`src/rtl/rr_grant_controller.sv`:
```
// rtl/rr_grant_controller.sv - round-robin grant controller with per-transaction hold and timeout
module rr_grant_controller #(
  parameter int N        = 4,
  parameter int MAX_HOLD = 16
) (
  input  logic                                  i_clk,
  input  logic                                  i_rst,
  input  logic [N-1:0]                          i_req,
  input  logic                                  i_done,
  output logic [N-1:0]                          o_gnt,
  output logic [((N > 1) ? $clog2(N) : 1)-1:0]  o_gnt_idx,
  output logic                                  o_gnt_valid,
  output logic                                  o_timeout
);

  localparam int IW = (N > 1) ? $clog2(N) : 1;
  localparam int HW = (MAX_HOLD > 0) ? $clog2(MAX_HOLD + 1) : 1;

  typedef enum logic {IDLE = 1'b0, BUSY = 1'b1} state_e;

  state_e         state_q, state_d;
  logic [N-1:0]   gnt_q, gnt_d;
  logic [IW-1:0]  idx_q, idx_d;
  logic           valid_q, valid_d;
  logic           timeout_q, timeout_d;
  logic [HW-1:0]  hold_q, hold_d;
  logic [IW-1:0]  ptr_q, ptr_d;

  logic           rel_done, rel_drop, rel_to, release_now;
  logic [IW-1:0]  search_ptr;
  logic           win_found;
  logic [IW-1:0]  win_idx;

  // Release conditions for the current holder; only meaningful in BUSY.
  always_comb begin
    rel_done    = i_done;
    rel_drop    = ~i_req[idx_q];
    rel_to      = (MAX_HOLD != 0) && (hold_q == HW'(MAX_HOLD));
    release_now = (state_q == BUSY) && (rel_done || rel_drop || rel_to);
    // On a release the search starts just past the releasing index, so it loses ties.
    search_ptr  = release_now ? IW'((int'(idx_q) + 1) % N) : ptr_q;
  end

  // First requesting index at or after search_ptr, wrapping; scanning downwards lets the lowest offset win.
  always_comb begin
    win_found = 1'b0;
    win_idx   = '0;
    for (int k = N - 1; k >= 0; k--) begin
      if (i_req[(int'(search_ptr) + k) % N]) begin
        win_found = 1'b1;
        win_idx   = IW'((int'(search_ptr) + k) % N);
      end
    end
  end

  // Next-state: grant from IDLE, hold or hand over back-to-back in BUSY.
  always_comb begin
    state_d   = state_q;
    gnt_d     = gnt_q;
    idx_d     = idx_q;
    valid_d   = valid_q;
    hold_d    = hold_q;
    ptr_d     = ptr_q;
    timeout_d = 1'b0;
    case (state_q)
      IDLE: begin
        if (win_found) begin
          state_d = BUSY;
          gnt_d   = N'(1) << win_idx;
          idx_d   = win_idx;
          valid_d = 1'b1;
          hold_d  = HW'(1);
        end
      end
      BUSY: begin
        if (release_now) begin
          ptr_d     = search_ptr;
          timeout_d = rel_to && !rel_done && !rel_drop;
          if (win_found) begin
            gnt_d  = N'(1) << win_idx;
            idx_d  = win_idx;
            hold_d = HW'(1);
          end else begin
            state_d = IDLE;
            gnt_d   = '0;
            idx_d   = '0;
            valid_d = 1'b0;
            hold_d  = '0;
          end
        end else if (hold_q != {HW{1'b1}}) begin
          hold_d = hold_q + 1'b1;
        end
      end
      default: state_d = IDLE;
    endcase
  end

  // State and output registers; reset clears everything immediately.
  always_ff @(posedge i_clk or posedge i_rst) begin
    if (i_rst) begin
      state_q   <= IDLE;
      gnt_q     <= '0;
      idx_q     <= '0;
      valid_q   <= 1'b0;
      timeout_q <= 1'b0;
      hold_q    <= '0;
      ptr_q     <= '0;
    end else begin
      state_q   <= state_d;
      gnt_q     <= gnt_d;
      idx_q     <= idx_d;
      valid_q   <= valid_d;
      timeout_q <= timeout_d;
      hold_q    <= hold_d;
      ptr_q     <= ptr_d;
    end
  end

  assign o_gnt       = gnt_q;
  assign o_gnt_idx   = idx_q;
  assign o_gnt_valid = valid_q;
  assign o_timeout   = timeout_q;

  a_onehot0 : assert property (@(posedge i_clk) disable iff (i_rst) $onehot0(gnt_q));
  a_busy_valid : assert property (@(posedge i_clk) disable iff (i_rst) (state_q == BUSY) |-> valid_q);

endmodule
```
`config.mk`:
```
export PLATFORM = sky130hd
export DESIGN_NAME = rr_grant_controller
export DESIGN_NICKNAME = d
export VERILOG_FILES = /design/src/rtl/rr_grant_controller.sv
export SDC_FILE = /design/constraint.sdc
export NUM_CORES = 1
export LEC_CHECK = 0
export BUFFER_PORTS_ARGS = -buffer_cell sky130_fd_sc_hd__clkbuf_2
export CAP_MARGIN = 15
export CORE_MARGIN = 3
export CORE_UTILIZATION = 54
export CTS_CLUSTER_DIAMETER = 50
export DETAILED_ROUTE_END_ITERATION = 10
export GPL_ROUTABILITY_DRIVEN = 0
export HOLD_SLACK_MARGIN = 0.15
export PLACE_DENSITY = 0.77
export SYNTH_ARGS = -nofsm -noshare
export SYNTH_HDL_FRONTEND = slang
export SYNTH_SLANG_ARGS = --single-unit
```
`constraint.sdc`:
```
create_clock -name i_clk -period 6.4 [get_ports i_clk]
set_input_delay 1.28 -clock i_clk [delete_from_list [all_inputs] [get_ports i_clk]]
set_output_delay 1.28 -clock i_clk [all_outputs]
set_load 0.02 [all_outputs]
```
==> summary.txt <==
Critical path
  • CP top delay family: compound AO/OA/AOI/OAI gates
  • Worst path required time: 6.60 ns
  • Worst R2R Start: o_gnt_idx[0]$_DFFE_PP0P_
  • Reg2reg setup slack: 3.90 ns
  • Reg-to-Reg End: o_gnt[0]$_DFFE_PP0P_
  • CP Launch Point: i_req[3]
  • Buffers & Inverters on Critical Path: 1
  • CP Cell Sequence: clkbuf_2 -> mux2i_1 -> o22ai_2 -> a211oi_1 -> a21o_4 -> mux2_4 -> o221a_4 -> o41ai_2
  • Critical Path End Type: flop
  • CP Class: in -> reg
  • CP arrival: 3.21 ns
  • Worst path depth: 8
  • Critical Path Slowest Stage Cell: a211oi_1
  • Biggest cell delay along the critical path: 0.47 ns
  • CP Max Fanout: 7
  • CP Launch Type: input port
  • Worst reg-to-reg path cell count: 7

STA
  • Setup TNS: 0 ns
  • Tightest Pin Transition: 0.6028 ns
  • Fin crit share: 47.09%
  • Clock Skew: 0.003926 ns
  • Fin. Hold Viols: 0
  • RSZ-0062 raised after global routing: false
  • Final Critical Period: 3.014 ns
  • Max Freq: 331.8 MHz
  • Slew Limit Fails: 0
  • Setup ws final: 3.386 ns
  • Slew headroom: 59.77%
  • Final setup vio count: 0

Clocking
  • Clock transition at the registers of the reported paths: 0.09 ns
  • CTS Buf Count: 3
  • CTS tree: built
  • H-tree depth: 1
  • Clock sinks: 16
  • Worst skew pair latency: 0.29 ns
  • Clock Tree Buf Depth: 2
  • Root buffer cell: clkbuf_4
  • Post_cts resized: 0
  • Setup Buffers After CTS: 0
  • Hold_buf cts: 0

Route
  • Drt pass-1 iters: 4
  • Antenna Nets Post-Route: 0
  • Via Count: 740
  • DR iter-0 viols: 13
  • DR vias/cell: 5.692
  • Final wirelength: 1871 um
  • Wirelength per Cell: 14.39 um
  • Remaining DRCs: 0

Synth
  • FF+latch count, synth: 16
  • Post-synthesis sequential area ratio: 41.72%
  • Synthesized area: 959.7 um2
  • Yosys warnings: 0
  • Share of the synthesized area in the top cell type: 41.72%
  • Synthesized net count: 101
  • Main synth FF type: dfrtp_1
  • Avg Inst Size Synth: 10.66 um2
  • Synth unique cells: 35
  • Synth area leaders: dfrtp_1 42%, ha_1 5.2%, inv_1 3.9%
  • Async S/R FF share, synth: 100.0%
  • EDFF count, synth: 0
  • Mapped Cells: 90
  • Post-synth top area cell: dfrtp_1

Placed design
  • HPWL Detailed: 1379 um
  • DP Worst Slack: 3.122 ns
  • PortBufs: 14

Floorplanning
  • Die height: 48.16 um
  • Core Box Area: 1594 um2
  • I/O pin count: 15
  • Row cnt: 14
  • Initial Util: 60.20%
  • Chip width: 48.16 um
  • Die area: 2319 um2

Power
  • PD cells: 443.7 nW/um2
  • Worst IR Drop VDD: 239.6 uV
  • Sequential share of power: 33.1%
  • Net Sw Frac: 40.53%
  • Tot Pwr: 0.4796 mW
  • Clk pwr share: 14.4%
  • Pint: 0.2853 mW
  • Psw: 0.1944 mW
  • Leak: 0.5522 nW
  • Comb pwr share: 52.5%

Finish
  • Nets: 118
  • Commonest non-fill, non-tap cells in the layout: 16 x dfrtp_1, 14 x clkbuf_2, 10 x nor2_1, 10 x inv_1, 7 x nand2_1
  • Fill cell count: 125
  • Commonest non-fill, non-tap cell in the layout: dfrtp_1
  • Ant. Diodes: 0
  • Ratio of cells with drive above 1 in the final layout: 29.25%
  • Area growth syn-to-layout: 12.65%

Global route
  • Grt ovf: 0
  • First-pass GRT wire length: 2987 um
  • Number of global-route vias before repair: 660
  • Initial antenna violation count: 0
  • Total GRT Usage: 18.92%
  • Largest net degree at the start of global routing: 17

Min path
  • Min-Delay Endpoint: o_gnt[1]$_DFFE_PP0P_
  • Worst hold path cell count: 2
  • HP Class: reg -> reg
  • Worst min-delay path startpoint: o_gnt[1]$_DFFE_PP0P_

Run
  • Maxcap violations: 0

Outcome
  • Status: finished, final reports clean
## power by group through the flow
stage | Clock [mW] | Combinational [mW] | Sequential (mW)
CTS | 0.0708 | 0.252 | 0.158
global route | 0.0737 | 0.276 | 0.162
finish | 0.0691 | 0.252 | 0.159
detailed placement | 0 | 0.250 | 0.160
floorplan | 0 | 0.195 | 0.170
global placement | 0 | 0.243 | 0.159
## tightest hold or removal path: cells and delay by family, from the launching register on
family	cells	cell delay (ns)
flops	1	0.36
simple gates	1	0.05
compound gates	1	0.05
## synthesized netlist by cell type (all sizes together) (2+ instances only)
library cell / instances
dfrtp: 16
inv: 10
nor2: 10
nand2: 7
ha: 4
a21o: 3
mux2: 3
mux2i: 3
xor2: 3
a211oi: 2
a22o: 2
a31o: 2
a32o: 2
and2: 2
and3: 2
nand2b: 2
o21ai: 2
o41ai: 2
or2: 2
## layout make-up
cell class / instances / area [um2] / area share [%]
Multi-Input combinational cell: 62 / 506.7 / 46.87
Sequential cell: 16 / 400.4 / 37.04
Timing Repair Buffer: 14 / 70.07 / 6.481
Inverter: 10 / 37.54 / 3.472
Clock buffer: 4 / 36.28 / 3.356
Tap cell: 24 / 30.03 / 2.778
## state kept, by name, indices dropped and copies added (netlist names)
signal,cells
hold_q,5
o_gnt,4
o_gnt_idx,2
o_gnt_valid,1
o_timeout,1
ptr_q,2
state_q,1
## metrics by stage
step                hold slack, ns  util [%]  cells  cell area, um2
global route                0.5241     67.82    130            1081
detailed placement          0.4641     65.54    126            1045
finish                      0.4936     67.82    130            1081
CTS                         0.4974     67.82    130            1081
floorplan                   0.4829         -     90           959.7
global placement            0.4565     65.54    126            1045
## worst max-delay path by stage
stage                      endpoint  slack, ns
2_1_floorplan  o_gnt[3]$_DFFE_PP0P_       3.47
3_3_place_gp   o_gnt[0]$_DFFE_PP0P_       3.24
3_5_place_dp   o_gnt[0]$_DFFE_PP0P_       3.12
4_1_cts        o_gnt[0]$_DFFE_PP0P_       3.45
5_1_grt        o_gnt[1]$_DFFE_PP0P_       3.30
6_report       o_gnt[0]$_DFFE_PP0P_       3.39
## layer usage
metal | up-vias | GRT usage [%] | wire length [um]
li1 | 358 | - | -
met1 | 364 | 24.19 | 862
met2 | 14 | 30.99 | 909
met3 | 4 | 3.690 | 72
met4 | 0 | 8.065 | 26
met5 | - | 0 | 0
## kinds of logic after synthesis
logic type      after synthesis  synth area share [%]
simple gates                 28                 14.34
compound gates               21                 21.78
flops                        16                 41.72
buf+inv                      12                 5.476
mux                           6                 8.735
fa+ha+maj                     4                 5.215
xor+xnor                      3                 2.738
Power figures use the tool's default switching activity.
